[src/rtl/dram_timing_ctrl_pkg.sv]
// Shared definitions for the DRAM timing controller family: state encoding,
// default timing constants and the delay-counter width helper.
package dram_timing_ctrl_pkg;

  typedef enum logic [2:0] {
    ST_IDLE      = 3'd0,
    ST_ROW       = 3'd1,
    ST_COL       = 3'd2,
    ST_CAS       = 3'd3,
    ST_RFSH      = 3'd4,
    ST_PRECHARGE = 3'd5
  } state_t;

  localparam int DEFAULT_NUM_BANKS  = 2;
  localparam int DEFAULT_RAS_TO_MUX = 1;
  localparam int DEFAULT_MUX_TO_CAS = 1;
  localparam int DEFAULT_T_RP       = 2;

  // Wide enough to hold the largest phase delay; loads are delay-1 so this has slack.
  function automatic int cnt_width(int a, int b, int c);
    int m;
    m = a;
    if (b > m) m = b;
    if (c > m) m = c;
    return $clog2(m + 1);
  endfunction

endpackage

[src/rtl/dram_timing_ctrl_cycle_counter.sv]
// Down-counter shared by all controller phases: loaded with (delay - 1),
// saturates at zero and flags terminal count while it sits there.
module cycle_counter #(
  parameter int W = 2
) (
  input  logic         clk,
  input  logic         nreset,
  input  logic         load,
  input  logic [W-1:0] load_val,
  input  logic         enable,
  output logic         done
);

  logic [W-1:0] count;

  // NOTE: sequential state uses non-blocking assignments so every flop samples
  // pre-edge values, independent of block evaluation order.
  always_ff @(posedge clk) begin
    if (!nreset) begin
      count <= '0;
    end else if (load) begin
      count <= load_val;
    end else if (enable && (count != '0)) begin
      count <= count - 1'b1;
    end
  end

  assign done = (count == '0);

endmodule

[src/rtl/dram_timing_ctrl.sv]
// Z80-style DRAM timing controller: RAS/MUX/CAS sequencing per bank,
// RAS-only refresh and a fixed precharge window, all outputs registered.
module dram_timing_ctrl
  import dram_timing_ctrl_pkg::*;
#(
  parameter int NUM_BANKS  = DEFAULT_NUM_BANKS,
  parameter int RAS_TO_MUX = DEFAULT_RAS_TO_MUX,
  parameter int MUX_TO_CAS = DEFAULT_MUX_TO_CAS,
  parameter int T_RP       = DEFAULT_T_RP
) (
  input  logic                 clk,
  input  logic                 nreset,
  input  logic                 nmreq,
  input  logic                 nrfshd,
  input  logic                 nrd,
  input  logic                 nwr,
  input  logic [NUM_BANKS-1:0] nsel,
  output logic [NUM_BANKS-1:0] nras,
  output logic                 mux,
  output logic                 ncas,
  output logic                 nwe,
  output logic                 busy
);

  localparam int CNT_W  = cnt_width(RAS_TO_MUX, MUX_TO_CAS, T_RP);
  localparam int BANK_W = (NUM_BANKS > 1) ? $clog2(NUM_BANKS) : 1;

  state_t               state, state_nxt;
  logic [BANK_W-1:0]    bank, bank_nxt, sel_idx;
  logic                 sel_any;
  logic [NUM_BANKS-1:0] nras_nxt;
  logic                 mux_nxt, ncas_nxt, nwe_nxt;
  logic                 cnt_load, cnt_done;
  logic [CNT_W-1:0]     cnt_load_val;

  cycle_counter #(.W(CNT_W)) u_delay (
    .clk      (clk),
    .nreset   (nreset),
    .load     (cnt_load),
    .load_val (cnt_load_val),
    .enable   (busy),
    .done     (cnt_done)
  );

  // Lowest-index asserted select wins when several slots are selected at once.
  always_comb begin
    sel_idx = '0;
    for (int i = NUM_BANKS - 1; i >= 0; i--) begin
      if (!nsel[i]) sel_idx = BANK_W'(i);
    end
    sel_any = ~&nsel;
  end

  // NOTE: every signal written here gets a default first, so no path leaves
  // one unassigned and no latch is inferred.
  always_comb begin
    state_nxt    = state;
    bank_nxt     = bank;
    nwe_nxt      = nwe;
    cnt_load     = 1'b0;
    cnt_load_val = '0;

    case (state)
      ST_IDLE: begin
        if (!nmreq) begin
          if (!nrfshd) begin
            state_nxt = ST_RFSH;
          end else if (sel_any) begin
            state_nxt    = ST_ROW;
            bank_nxt     = sel_idx;
            cnt_load     = 1'b1;
            cnt_load_val = CNT_W'(RAS_TO_MUX - 1);
          end
        end
      end
      ST_ROW: begin
        if (nmreq) begin
          state_nxt    = ST_PRECHARGE;
          cnt_load     = 1'b1;
          cnt_load_val = CNT_W'(T_RP - 1);
        end else if (cnt_done) begin
          state_nxt    = ST_COL;
          cnt_load     = 1'b1;
          cnt_load_val = CNT_W'(MUX_TO_CAS - 1);
        end
      end
      ST_COL: begin
        if (nmreq) begin
          state_nxt    = ST_PRECHARGE;
          cnt_load     = 1'b1;
          cnt_load_val = CNT_W'(T_RP - 1);
        end else if (cnt_done && (!nrd || !nwr)) begin
          state_nxt = ST_CAS;
          nwe_nxt   = nwr;
        end
      end
      ST_CAS, ST_RFSH: begin
        if (nmreq) begin
          state_nxt    = ST_PRECHARGE;
          cnt_load     = 1'b1;
          cnt_load_val = CNT_W'(T_RP - 1);
        end
      end
      ST_PRECHARGE: begin
        if (cnt_done) state_nxt = ST_IDLE;
      end
      default: state_nxt = ST_IDLE;
    endcase

    // Output decode from the next state keeps every strobe a clean flop output.
    nras_nxt = '1;
    if (state_nxt == ST_RFSH) begin
      nras_nxt = '0;
    end else if (state_nxt inside {ST_ROW, ST_COL, ST_CAS}) begin
      for (int i = 0; i < NUM_BANKS; i++) begin
        if (BANK_W'(i) == bank_nxt) nras_nxt[i] = 1'b0;
      end
    end
    mux_nxt  = (state_nxt == ST_COL) || (state_nxt == ST_CAS);
    ncas_nxt = (state_nxt != ST_CAS);
    if (state_nxt != ST_CAS) nwe_nxt = 1'b1;
  end

  always_ff @(posedge clk) begin
    if (!nreset) begin
      state <= ST_IDLE;
      bank  <= '0;
      nras  <= '1;
      mux   <= 1'b0;
      ncas  <= 1'b1;
      nwe   <= 1'b1;
    end else begin
      state <= state_nxt;
      bank  <= bank_nxt;
      nras  <= nras_nxt;
      mux   <= mux_nxt;
      ncas  <= ncas_nxt;
      nwe   <= nwe_nxt;
    end
  end

  assign busy = (state != ST_IDLE);

endmodule

[config.mk]
export PLATFORM = sky130hd
export DESIGN_NAME = dram_timing_ctrl
export DESIGN_NICKNAME = d
export VERILOG_FILES = /design/src/rtl/dram_timing_ctrl_pkg.sv /design/src/rtl/dram_timing_ctrl_cycle_counter.sv /design/src/rtl/dram_timing_ctrl.sv
export SDC_FILE = /design/constraint.sdc
export NUM_CORES = 1
export LEC_CHECK = 0
export BUFFER_PORTS_ARGS = -buffer_cell sky130_fd_sc_hd__buf_2
export CAP_MARGIN = 5
export CORE_AREA = 2 2 39 41
export DETAILED_ROUTE_END_ITERATION = 8
export DIE_AREA = 0 0 41 43
export GPL_TIMING_DRIVEN = 1
export PLACE_DENSITY = 0.74
export SYNTH_ARGS = -nofsm -noshare
export SYNTH_HDL_FRONTEND = slang
export SYNTH_SLANG_ARGS = --single-unit
[constraint.sdc]
create_clock -name clk -period 1.8 [get_ports clk]
set_input_delay 0.09 -clock clk [delete_from_list [all_inputs] [get_ports clk]]
set_output_delay 0.09 -clock clk [all_outputs]
set_load 0.01 [all_outputs]
**Word level (Yosys, flattened, before mapping)**

Cells that the tools add are included.

- Bitwise operators: 2
- Add/sub/neg operators: 1
- Mux-type cells: 31
- Equal/unequal tests: 10
- Reduce and logical (&&, ||, !) cells: 18

Operators with widths:

| kind | number |
|---|---|
| $mux 3 | 9 |
| $mux 1 | 16 |
| $pmux 3 s5 | 1 |
| $eq 3x2->1 const B | 4 |
| $eq 3x3->1 const B | 3 |
| $mux 2 | 4 |
| $eq 3x1->1 const B | 2 |
| $reduce_bool 3->1 | 2 |
| $reduce_bool 2->1 | 2 |
| $reduce_or 2->1 | 2 |
| $reduce_or 4->1 | 1 |
| $logic_not 3->1 | 1 |
| $ne 3x2->1 const B | 1 |
| $pmux 1 s3 | 1 |
| $reduce_and 3->1 | 1 |
| $reduce_or 3->1 | 1 |
| $logic_and 1x1->1 | 2 |
| $logic_not 1->1 | 2 |
| $logic_not 2->1 | 1 |
| $logic_or 1x1->1 | 2 |
| $not 1->1 | 2 |
| $reduce_and 2->1 | 1 |
| $sub 2x1->2 const B | 1 |

- Bits in registers: 11
- Output and inout bits: 6
- Logic and storage cells: 69

**Depth between registers and ports, before layout**

Gate-level depths: netlist of run 1.

- Word-level depth: 10
- Gate-level depth with buffers: 7
- Mapped depth without buffers: 7

**By module**

From an unflattened synthesis of run 1, not the netlist that was laid out.

- Cell total of the unflattened synthesis: 74
- Area total of the unflattened synthesis: 681.9 um2

Modules (own cells, without submodules):

| module | sequential area each (um2) | area each (um2) | instances | cells an instance |
|---|---|---|---|---|
| dram_timing_ctrl | 180.2 | 559.3 | 1 | 60 |
| cycle_counter | 40.0 | 122.6 | 1 | 14 |

**Worst setup path before layout of run 1**

Ideal clock, no wire load.

- Path kind: flip-flop to flip-flop
- From: reg u_delay.count[0]
- To: reg nras[0]
- Path slack: 0.387 ns
- Setup time: 0.072 ns
- Buffers on the path: 0
- Data arrival time: 1.341 ns
- Required time: 1.728 ns
- Cell stages (with the launch flop): 8
- Cell sequence: dfxtp_1 -> inv_1 -> ha_1 -> and4bb_2 -> a21oi_1 -> nand2_1 -> nor2_1 -> mux2i_1

- Word-level cells in the longest chain between the ends: 9
- Elaborated cells on any way between the ends: 15

RTL lines:

| what | RTL line | RTL |
|---|---|---|
| start: declaration | dram_timing_ctrl_cycle_counter.sv:14 | `logic [W-1:0] count;` |
| start signal: assignment | dram_timing_ctrl_cycle_counter.sv:22 | `count <= load_val;` |
| start signal: assignment | dram_timing_ctrl_cycle_counter.sv:24 | `count <= count - 1'b1;` |
| $logic_not 2->1 * | dram_timing_ctrl_cycle_counter.sv:28 | `assign done = (count == '0);` |
| $logic_and 1x1->1 | dram_timing_ctrl.sv:92 | `end else if (cnt_done && (!nrd \|\| !nwr)) begin` |
| $mux 3 | dram_timing_ctrl.sv:92 |  |
| $mux 3 | dram_timing_ctrl.sv:88 | `if (nmreq) begin` |
| $pmux 3 s5 * | dram_timing_ctrl.sv:63 | `case (state)` |
| $eq 3x1->1 / $eq 3x2->1 (equally long branches) | dram_timing_ctrl.sv:114 | `end else if (state_nxt inside {ST_ROW, ST_COL, ST_CAS}) begin` |
| $reduce_bool 3->1 | dram_timing_ctrl.sv:114 |  |
| $mux 2 | dram_timing_ctrl.sv:114 |  |
| $mux 2 * | dram_timing_ctrl.sv:112 | `if (state_nxt == ST_RFSH) begin` |
| end signal: assignment | dram_timing_ctrl.sv:135 | `nras <= nras_nxt;` |
| end: declaration | dram_timing_ctrl.sv:18 | `output logic [NUM_BANKS-1:0] nras,` |

Every way passes the cells marked *; elsewhere a longest branch is shown, timed or not.
A chain may end at the register's enable or synchronous reset.

**Worst setup path in the final report of run 1**

Same ends and word-level chain as after synthesis.

==> qor.csv, run 1 <==
metric;value;unit
post-synthesis register bit count;11;
DR vias;551;
Max-Cap Viols;0;
Clock Tree Buf Depth;2;
Synth Area per Inst;8.55;um^2
Slew headroom;77.0;%
largest net degree at the start of global routing;11;
WP buf/inv;1;
critical path depth;7;
first-pass GRT wire length;1.82;mm
GP Congestion;0.772;
Tmin final;1.58;ns
die footprint;1760;um^2
Crit-path slowest cell;dfxtp_1;
Critical Path, Cell by Cell;inv_1 > ha_1 > and4bb_2 > a21oi_1 > nand2_1 > nor2_1 > mux2i_1;
Comb power frac;26.3;%
fillers;142;
DRC;0;
Finished Layout Cells;102;
Critical Path RT;2.01;ns
status;complete, no violations;
share of layout cells above drive strength 1;27.9;%
core area;1380;um^2
Worst Reg-to-Reg Cells;7;
Rows;14;
CTS H-Tree Depth;1;
CP Launch Type;flip-flop;
setup slack, reg-to-reg;0.22;ns
LEAKAGE;0.308;nW
Worst setup EP type;flip-flop;
Ys Warns;0;
Synth Flop Type;dfxtp_1;
CP max FO;6;
PostCTS Resize Cnt;0;
Placed Area;679;um^2
worst-margin pin slew;0.344;ns
Antenna diodes;0;
Clock Latency Late Sink;0.27;ns
total wire length;1.14;mm
crit path DAT;1.79;ns
CTS buffer count;3;
Worst Setup EP;nras[0]$_SDFF_PN1_;
final setup violation count;0;
Final HPWL DP;871;um
fin area;706;um^2
Syn Inst Count;73;
CP Class;flip-flop to flip-flop;
gr usage total;15.8;%
initial antenna violation count;0;
P_sw;0.000188;W
sequential area share after synthesis;35.3;%
Total Power;0.000616;W
Register Area;220;um^2
final core utilization;51.0;%
EDFF count, synth;0;
total grt overflow;0;
placed insts;98;
Distinct cells, synth;33;
Sink Count;11;
# port buffers;13;
worst vdd ir;0.440;mV
FMAX;632;MHz
Async SR Flop Fraction;0;%
switch share;30.5;%
antenna-violating nets left;0;
num ports;14;
Layout area overhead;13.0;%
FF-to-FF End;nras[0]$_SDFF_PN1_;
Crit. Startpoint;u_delay.count[0]$_SDFFE_PN0P_;
vias per std cell;5.40;
delay-heaviest family, CP;simple AND/OR/NAND/NOR gates;
fin crit share;88.0;%
vias in the first global route;441;
syn nets;82;
part of the power in registers;45.7;%
Slowest Stage Delay on Critical Path;0.30;ns
CTS tree;yes;
RSZ-0062 raised after global routing;no;
root buf cell;clkbuf_4;
area of the multi-input gates;352;um^2
Clk pwr share;28.0;%
Hold Path Class;primary input to flip-flop;
total iterations of the first detailed-routing run;4;
clk_skew;0.00169;ns
Sum Neg Setup Slack;0;ns
Max Slew Vio Count;0;
Detailed Route Iter0 Violations;10;
clock-pin slew on the worst setup and hold paths;0.07;ns
Final Hold Viols;0;
fin nets;96;
Initial Utilization;45.1;%
Pint;0.000428;W
DR WL/cell;11.2;um
worst r2r src;u_delay.count[0]$_SDFFE_PN0P_;
Mapped Area;624;um^2
die width;41;um
Post-CTS Setup Bufs;0;
P per Cell Area;873;nW/um^2
hold_buf cts;0;
chip height;43;um
==> final cells by class <==
type | count | area share [%]
multi-input cells | 52 | 49.8
flip-flops and latches | 11 | 31.2
repair buffers | 13 | 9.22
clock buffers | 4 | 3.72
inverters | 6 | 3.19
well taps | 16 | 2.84
==> state kept, by name (all words and copies together), names as in the netlist <==
register / flops
mux: 1
ncas: 1
state: 3
nras: 2
bank: 1
nwe: 1
u_delay.count: 2
==> worst min-delay path by stage <==
stage,from,end,slack (ns),cells after the start
finish,nwr,nwe$_SDFFE_PP1P_,0.09,3
global route,nwr,nwe$_SDFFE_PP1P_,0.10,3
CTS,nwr,nwe$_SDFFE_PP1P_,0.09,3
detailed placement,nwr,nwe$_SDFFE_PP1P_,0.37,3
global placement,nwr,nwe$_SDFFE_PP1P_,0.37,3
floorplan,nmreq,u_delay.count[0]$_SDFFE_PN0P_,0.24,2
==> cell families (layout without fill, tap and decap cells) <==
| logic type | after synthesis | after routing | synth area share [%] |
|---|---|---|---|
| simple gates | 31 | 31 | 31.7 |
| buf+inv | 10 | 23 | 8.42 |
| xor+xnor | 1 | 1 | 1.40 |
| flops | 11 | 11 | 35.3 |
| compound gates | 17 | 17 | 18.0 |
| fa+ha+maj | 1 | 1 | 2.00 |
| mux | 2 | 2 | 3.21 |
==> worst reg2reg max path: stages (launching register included) <==
cell and delay (ns):
dfxtp_1 0.30, inv_1 0.08, ha_1 0.25, and4bb_2 0.25, a21oi_1 0.17, nand2_1 0.09, nor2_1 0.18, mux2i_1 0.20
==> cell usage in the layout, fill, tap and decap left out, drive strengths merged, types with 2 or more instances in the layout <==
| master | synthesis | layout |
|---|---|---|
| nand2 | 7 | 7 |
| o211ai | 2 | 2 |
| and3b | 2 | 2 |
| a31oi | 2 | 2 |
| mux2i | 2 | 2 |
| buf | 3 | 13 |
| and2 | 3 | 3 |
| a21oi | 7 | 7 |
| nor2 | 5 | 5 |
| dfxtp | 11 | 11 |
| or2 | 2 | 2 |
| inv | 6 | 6 |
| nor3b | 2 | 2 |
| clkbuf | 1 | 4 |
| nand3 | 2 | 2 |
| nor3 | 2 | 2 |
| nor2b | 2 | 2 |
==> power groups by stage <==
stage	registers (W)	logic [W]	clock network, W
after floorplan	0.000278	0.000139	0
after global placement	0.000288	0.000159	0
after detailed placement	0.000287	0.000163	0
after CTS	0.000282	0.000164	0.000179
after global routing	0.000285	0.000182	0.000186
final	0.000282	0.000162	0.000173
==> metrics by stage <==
stage                     worst slack [ns]  hold slack [ns]
final                                0.217           0.0852
after global routing                0.0182            0.103
after CTS                            0.219           0.0859
after detailed placement             0.239            0.371
after global placement               0.290            0.370
after floorplan                      0.387            0.244
==> routing by layer <==
metal | track usage, % | vias up | part of all wire, %
li1 | - | 284 | -
met1 | 21.5 | 243 | 45
met2 | 20.0 | 20 | 44
met3 | 3.14 | 4 | 6.7
met4 | 14.0 | 0 | 3.5
met5 | 0 | - | 0
==> synth_stat cells (2+ instances only) <==
library cell	instances	area, um^2
o211ai_1	2	15.0
nand3_1	2	10.0
nor3_1	2	10.0
nand2_1	7	26.3
nor2_1	5	18.8
nor2b_1	2	12.5
a31oi_1	2	12.5
mux2i_1	2	20.0
buf_4	2	15.0
inv_1	6	22.5
a21oi_1	7	35.0
dfxtp_1	11	220
or2_2	2	12.5
nor3b_1	2	15.0
(Power assumes the default switching activity.)
==> run 2: changes to the inputs <==
==> constraint.sdc (replaced) <==
create_clock -name clk -period 1.7 [get_ports clk]
set_input_delay 0.425 -clock clk [delete_from_list [all_inputs] [get_ports clk]]
set_output_delay 0.425 -clock clk [all_outputs]
set_load 0.01 [all_outputs]
==> qor.csv, run 2 (synthesis results as in run 1) <==
metric;value;unit;change
status;complete, no violations;;
Worst setup EP type;output pin;;
first-pass GRT wire length;1.96;mm;+7.6%
total wire length;1.16;mm;+1.8%
part of the power in registers;46.1;%;+0.4 points
chip height;43;um;unchanged
Initial Utilization;45.1;%;unchanged
final setup violation count;0;;unchanged
Placed Area;679;um^2;unchanged
Rows;14;;unchanged
largest reg by FF count;state;;
# port buffers;13;;unchanged
total grt overflow;0;;unchanged
Detailed Route Iter0 Violations;6;;-4
core area;1380;um^2;unchanged
hold_buf cts;0;;unchanged
P_sw;0.000200;W;+6.3%
Max Slew Vio Count;0;;unchanged
Layout area overhead;13.8;%;
Finished Layout Cells;102;;unchanged
Final HPWL DP;856;um;-1.7%
most common cell after layout, fill and taps aside;buf_2;;
DR vias;542;;-1.6%
hold path depth;3;;unchanged
worst vdd ir;0.620;mV;+41%
Clock Latency Late Sink;0.27;ns;about the same
hold endpoint;nwe$_SDFFE_PP1P_;;
Worst Reg-to-Reg Cells;7;;unchanged
gr usage total;16.2;%;+0.34 points
Slew headroom;77.0;%;about the same
Post-CTS Setup Bufs;0;;unchanged
delay-heaviest family, CP;simple AND/OR/NAND/NOR gates;;
die width;41;um;unchanged
DR WL/cell;11.4;um;+1.8%
Pint;0.000455;W;+6.4%
GP Congestion;0.811;;+5.1%
Comb power frac;26.6;%;+0.3 points
LEAKAGE;0.308;nW;about the same
min-delay src;nwr;;
Crit-path slowest cell;or3_4;;
initial antenna violation count;0;;unchanged
Critical Path RT;1.27;ns;-0.74 ns
num ports;14;;unchanged
fin area;711;um^2;+0.71%
root buf cell;clkbuf_4;;
worst-margin pin slew;0.345;ns;+0.000655 ns
P per Cell Area;922;nW/um^2;+5.6%
Critical Path, Cell by Cell;or3_4 > buf_2;;
Sum Neg Setup Slack;0;ns;unchanged
fin crit share;97.7;%;
Final Hold Viols;0;;unchanged
CP Class;flip-flop to output pin;;
CTS H-Tree Depth;1;;unchanged
max reg flops;3;;unchanged
share of layout cells above drive strength 1;31.4;%;+3.5 points
Clock Tree Buf Depth;2;;unchanged
WP buf/inv;1;;unchanged
Max-Cap Viols;0;;unchanged
largest net degree at the start of global routing;11;;unchanged
CP max FO;9;;+3
vias per std cell;5.31;;-1.6%
CTS tree;yes;;
RSZ-0062 raised after global routing;no;;
top flop regs;state x3, nras x2, u_delay.count x2;;
setup slack, reg-to-reg;0.16;ns;-0.06 ns
most frequent cells in the layout;buf_2, dfxtp_1, a21oi_1, nand2_1, inv_1;;
Crit. Startpoint;state[1]$_SDFF_PN0_;;
DRC;0;;unchanged
FF-to-FF End;nras[0]$_SDFF_PN1_;;
fin nets;96;;unchanged
CP Launch Type;flip-flop;;
placed insts;98;;unchanged
Sink Count;11;;unchanged
Antenna diodes;0;;unchanged
antenna-violating nets left;0;;unchanged
fillers;140;;-1.4%
Tmin final;1.66;ns;
FMAX;602;MHz;
crit path DAT;1.24;ns;-0.55 ns
die footprint;1760;um^2;unchanged
clk_skew;0.0129;ns;+0.0112 ns
total iterations of the first detailed-routing run;5;;+1
switch share;30.5;%;about the same
Slowest Stage Delay on Critical Path;0.42;ns;+0.12 ns
CTS buffer count;3;;unchanged
Min Hold Slack;0.438;ns;+0.353 ns
Clk pwr share;27.4;%;-0.6 points
vias in the first global route;462;;+4.8%
clock-pin slew on the worst setup and hold paths;0.06;ns;about the same
worst r2r src;u_delay.count[0]$_SDFFE_PN0P_;;
Hold Path Class;primary input to flip-flop;;
==> run 2: cell count changes in the layout (fill, tap and decap cells not counted) <==
cell,previous run,this run
ha_2,0,1
dfxtp_2,0,2
ha_1,1,0
dfxtp_1,11,9
==> run 2: power groups by stage <==
| stage | Combinational (W) | Sequential, W | Clock (W) |
|---|---|---|---|
| after floorplan | 0.000147 | 0.000295 | 0 |
| after global placement | 0.000169 | 0.000304 | 0 |
| after detailed placement | 0.000173 | 0.000305 | 0 |
| after CTS | 0.000174 | 0.000300 | 0.000184 |
| after global routing | 0.000194 | 0.000304 | 0.000195 |
| final | 0.000174 | 0.000302 | 0.000179 |
==> run 2: layout make-up <==
cell class / instances / area, um^2 / share of cell area, %
timing repair buffer: 13 / 65.1 / 9.15
tap: 16 / 20.0 / 2.82
inverter: 6 / 22.5 / 3.17
sequential: 11 / 223 / 31.3
multi-input combinational: 52 / 354 / 49.8
clock buffer: 4 / 26.3 / 3.70
==> run 2: tightest hold or removal path: cells and delay by family <==
| family | cells | cell delay (ns) |
|---|---|---|
| buffers and inverters | 1 | 0.09 |
| AOI/OAI and AO/OA | 1 | 0.08 |
| and+or+nand+nor | 1 | 0.07 |
==> run 2: routing by layer <==
| layer | share of wire, % | up-vias | GRT usage (%) |
|---|---|---|---|
| li1 | - | 282 | - |
| met1 | 48 | 244 | 21.3 |
| met2 | 45 | 14 | 23.1 |
| met3 | 5.4 | 2 | 4.19 |
| met4 | 0.95 | 0 | 8.67 |
| met5 | 0 | - | 0 |
==> run 2: what timing repair did <==
| action | in CTS | in global routing |
|---|---|---|
| hold endpoints to repair | 0 | 0 |
| resized for setup | 0 | 3 |
| setup endpoints to repair | 0 | 2 |
==> run 2: metrics by stage <==
stage                     setup WS [ns]  power (W)  util (%)
after floorplan                   0.287   0.000441         -
after global placement            0.163   0.000473      49.1
after detailed placement          0.149   0.000478      49.1
after CTS                      0.000803   0.000658      51.0
after global routing            0.00319   0.000693      51.4
final                            0.0386   0.000655      51.4
==> run 2: worst max path at each step <==
stage                          to  slack (ns)  depth (start not counted)
5_1_grt                      busy       0.003                          2
4_1_cts                      busy      0.0008                          2
2_1_floorplan  nras[0]$_SDFF_PN1_        0.29                          7
3_3_place_gp   nras[1]$_SDFF_PN1_        0.16                          6
3_5_place_dp   nras[0]$_SDFF_PN1_        0.15                          7
6_report                     busy        0.04                          2
==> run 3: changes to the inputs <==
Settings changed: MAX_ROUTING_LAYER from default to met4.
==> qor.csv, run 3 (synthesis results as in run 1) <==
metric;value;unit;change
most common cell after layout, fill and taps aside;buf_2;;
max reg flops;3;;unchanged
# port buffers;13;;unchanged
setup slack, reg-to-reg;0.16;ns;about the same
Register Area;223;um^2;unchanged
GP Congestion;0.823;;+1.5%
FF-to-FF End;nras[0]$_SDFF_PN1_;;
Detailed Route Iter0 Violations;6;;unchanged
Post-CTS Setup Bufs;0;;unchanged
worst vdd ir;0.621;mV;+0.12%
root buf cell;clkbuf_4;;
placed insts;98;;unchanged
fin nets;96;;unchanged
total iterations of the first detailed-routing run;5;;unchanged
Slowest Stage Delay on Critical Path;0.42;ns;about the same
Critical Path, Cell by Cell;or3_4 > buf_2;;
CP Class;flip-flop to output pin;;
Clock Tree Buf Depth;2;;unchanged
Layout area overhead;13.8;%;unchanged
Rows;14;;unchanged
final setup violation count;0;;unchanged
CTS tree;yes;;
Clk pwr share;27.4;%;about the same
vias per std cell;5.31;;unchanged
CP Launch Type;flip-flop;;
chip height;43;um;unchanged
Sink Count;11;;unchanged
LEAKAGE;0.308;nW;unchanged
antenna-violating nets left;0;;unchanged
Final HPWL DP;856;um;unchanged
Critical Path RT;1.27;ns;about the same
first-pass GRT wire length;1.95;mm;-0.36%
RSZ-0062 raised after global routing;no;;
hold endpoint;nwe$_SDFFE_PP1P_;;
Antenna diodes;0;;unchanged
Finished Layout Cells;102;;unchanged
P per Cell Area;922;nW/um^2;about the same
most frequent cells in the layout;buf_2, dfxtp_1, a21oi_1, nand2_1, inv_1;;
clock-pin slew on the worst setup and hold paths;0.06;ns;about the same
clk_skew;0.0131;ns;+0.000261 ns
Final Hold Viols;0;;unchanged
largest net degree at the start of global routing;11;;unchanged
P_sw;0.000200;W;+0.12%
Comb power frac;26.6;%;about the same
final core utilization;51.4;%;unchanged
worst-margin pin slew;0.345;ns;unchanged
worst r2r src;u_delay.count[0]$_SDFFE_PN0P_;;
crit path DAT;1.24;ns;about the same
Tmin final;1.66;ns;-0.000000300 ns
Sum Neg Setup Slack;0;ns;unchanged
Clock Latency Late Sink;0.27;ns;about the same
top flop regs;state x3, nras x2, u_delay.count x2;;
status;complete, no violations;;
delay-heaviest family, CP;simple AND/OR/NAND/NOR gates;;
Worst setup EP type;output pin;;
CTS H-Tree Depth;1;;unchanged
part of the power in registers;46.0;%;about the same
total grt overflow;0;;unchanged
Pint;0.000455;W;about the same
Crit-path slowest cell;or3_4;;
CTS buffer count;3;;unchanged
min-delay src;nwr;;
core area;1380;um^2;unchanged
fin crit share;97.7;%;about the same
area of the multi-input gates;354;um^2;unchanged
share of layout cells above drive strength 1;31.4;%;unchanged
gr usage total;16.6;%;+0.40 points
DR vias;542;;unchanged
Total Power;0.000656;W;about the same
CP max FO;9;;unchanged
num ports;14;;unchanged
fillers;140;;unchanged
WP buf/inv;1;;unchanged
DRC;0;;unchanged
Max-Cap Viols;0;;unchanged
die footprint;1760;um^2;unchanged
switch share;30.5;%;about the same
largest reg by FF count;state;;
Initial Utilization;45.1;%;unchanged
Slew headroom;77.0;%;unchanged
DR WL/cell;11.4;um;unchanged
die width;41;um;unchanged
Max Slew Vio Count;0;;unchanged
hold_buf cts;0;;unchanged
total wire length;1.16;mm;unchanged
Hold Path Class;primary input to flip-flop;;
Worst Reg-to-Reg Cells;7;;unchanged
vias in the first global route;462;;unchanged
FMAX;602;MHz;unchanged
initial antenna violation count;0;;unchanged
hold path depth;3;;unchanged
## run 3: cell counts in the layout (fill, tap and decap cells not counted)
Identical to the previous run, type by type.
## run 3: what timing repair did
| item | in CTS | in global routing |
|---|---|---|
| endpoints found under the setup margin | 0 | 2 |
| endpoints found under the hold margin | 0 | 0 |
| gates resized for setup | 0 | 3 |
## run 3: tightest hold or removal path: cells and delay by family
family,cells,cell delay (ns)
compound gates,1,0.08
simple gates,1,0.07
buf+inv,1,0.09
## run 3: power by group through the flow
stage	clock, W	sequential [W]	combinational, W
2_1_floorplan	0	0.000295	0.000147
3_3_place_gp	0	0.000304	0.000169
3_5_place_dp	0	0.000305	0.000173
4_1_cts	0.000184	0.000300	0.000174
5_1_grt	0.000195	0.000304	0.000194
6_report	0.000180	0.000302	0.000174
## run 3: metrics by stage
| stage | setup slack [ns] | hold WS, ns | cell area (um^2) |
|---|---|---|---|
| 6_report | 0.0386 | 0.438 | 711 |
| 3_5_place_dp | 0.149 | 0.476 | 679 |
| 3_3_place_gp | 0.163 | 0.482 | 679 |
| 5_1_grt | 0.00319 | 0.447 | 711 |
| 4_1_cts | 0.000803 | 0.437 | 706 |
| 2_1_floorplan | 0.287 | 0.494 | 624 |
## run 3: routing by layer
metal	wire length (um)	track usage (%)	up-vias
met5	0	-	-
met4	11	8.67	0
met3	63	4.19	2
met2	525	23.1	14
met1	560	21.3	244
li1	-	-	282
## run 3: layout make-up
class                      count  share of cell area (%)
clock buffer                   4                    3.70
inverter                       6                    3.17
timing repair buffer          13                    9.15
sequential                    11                    31.3
tap                           16                    2.82
multi-input combinational     52                    49.8
## run 3: worst max-delay path by stage
stage                         endpoint  cells past startpoint                           from
global route                      busy                      2            state[1]$_SDFF_PN0_
global placement    nras[1]$_SDFF_PN1_                      6                          nmreq
finish                            busy                      2            state[1]$_SDFF_PN0_
detailed placement  nras[0]$_SDFF_PN1_                      7  u_delay.count[0]$_SDFFE_PN0P_
floorplan           nras[0]$_SDFF_PN1_                      7  u_delay.count[0]$_SDFFE_PN0P_
CTS                               busy                      2            state[2]$_SDFF_PN0_
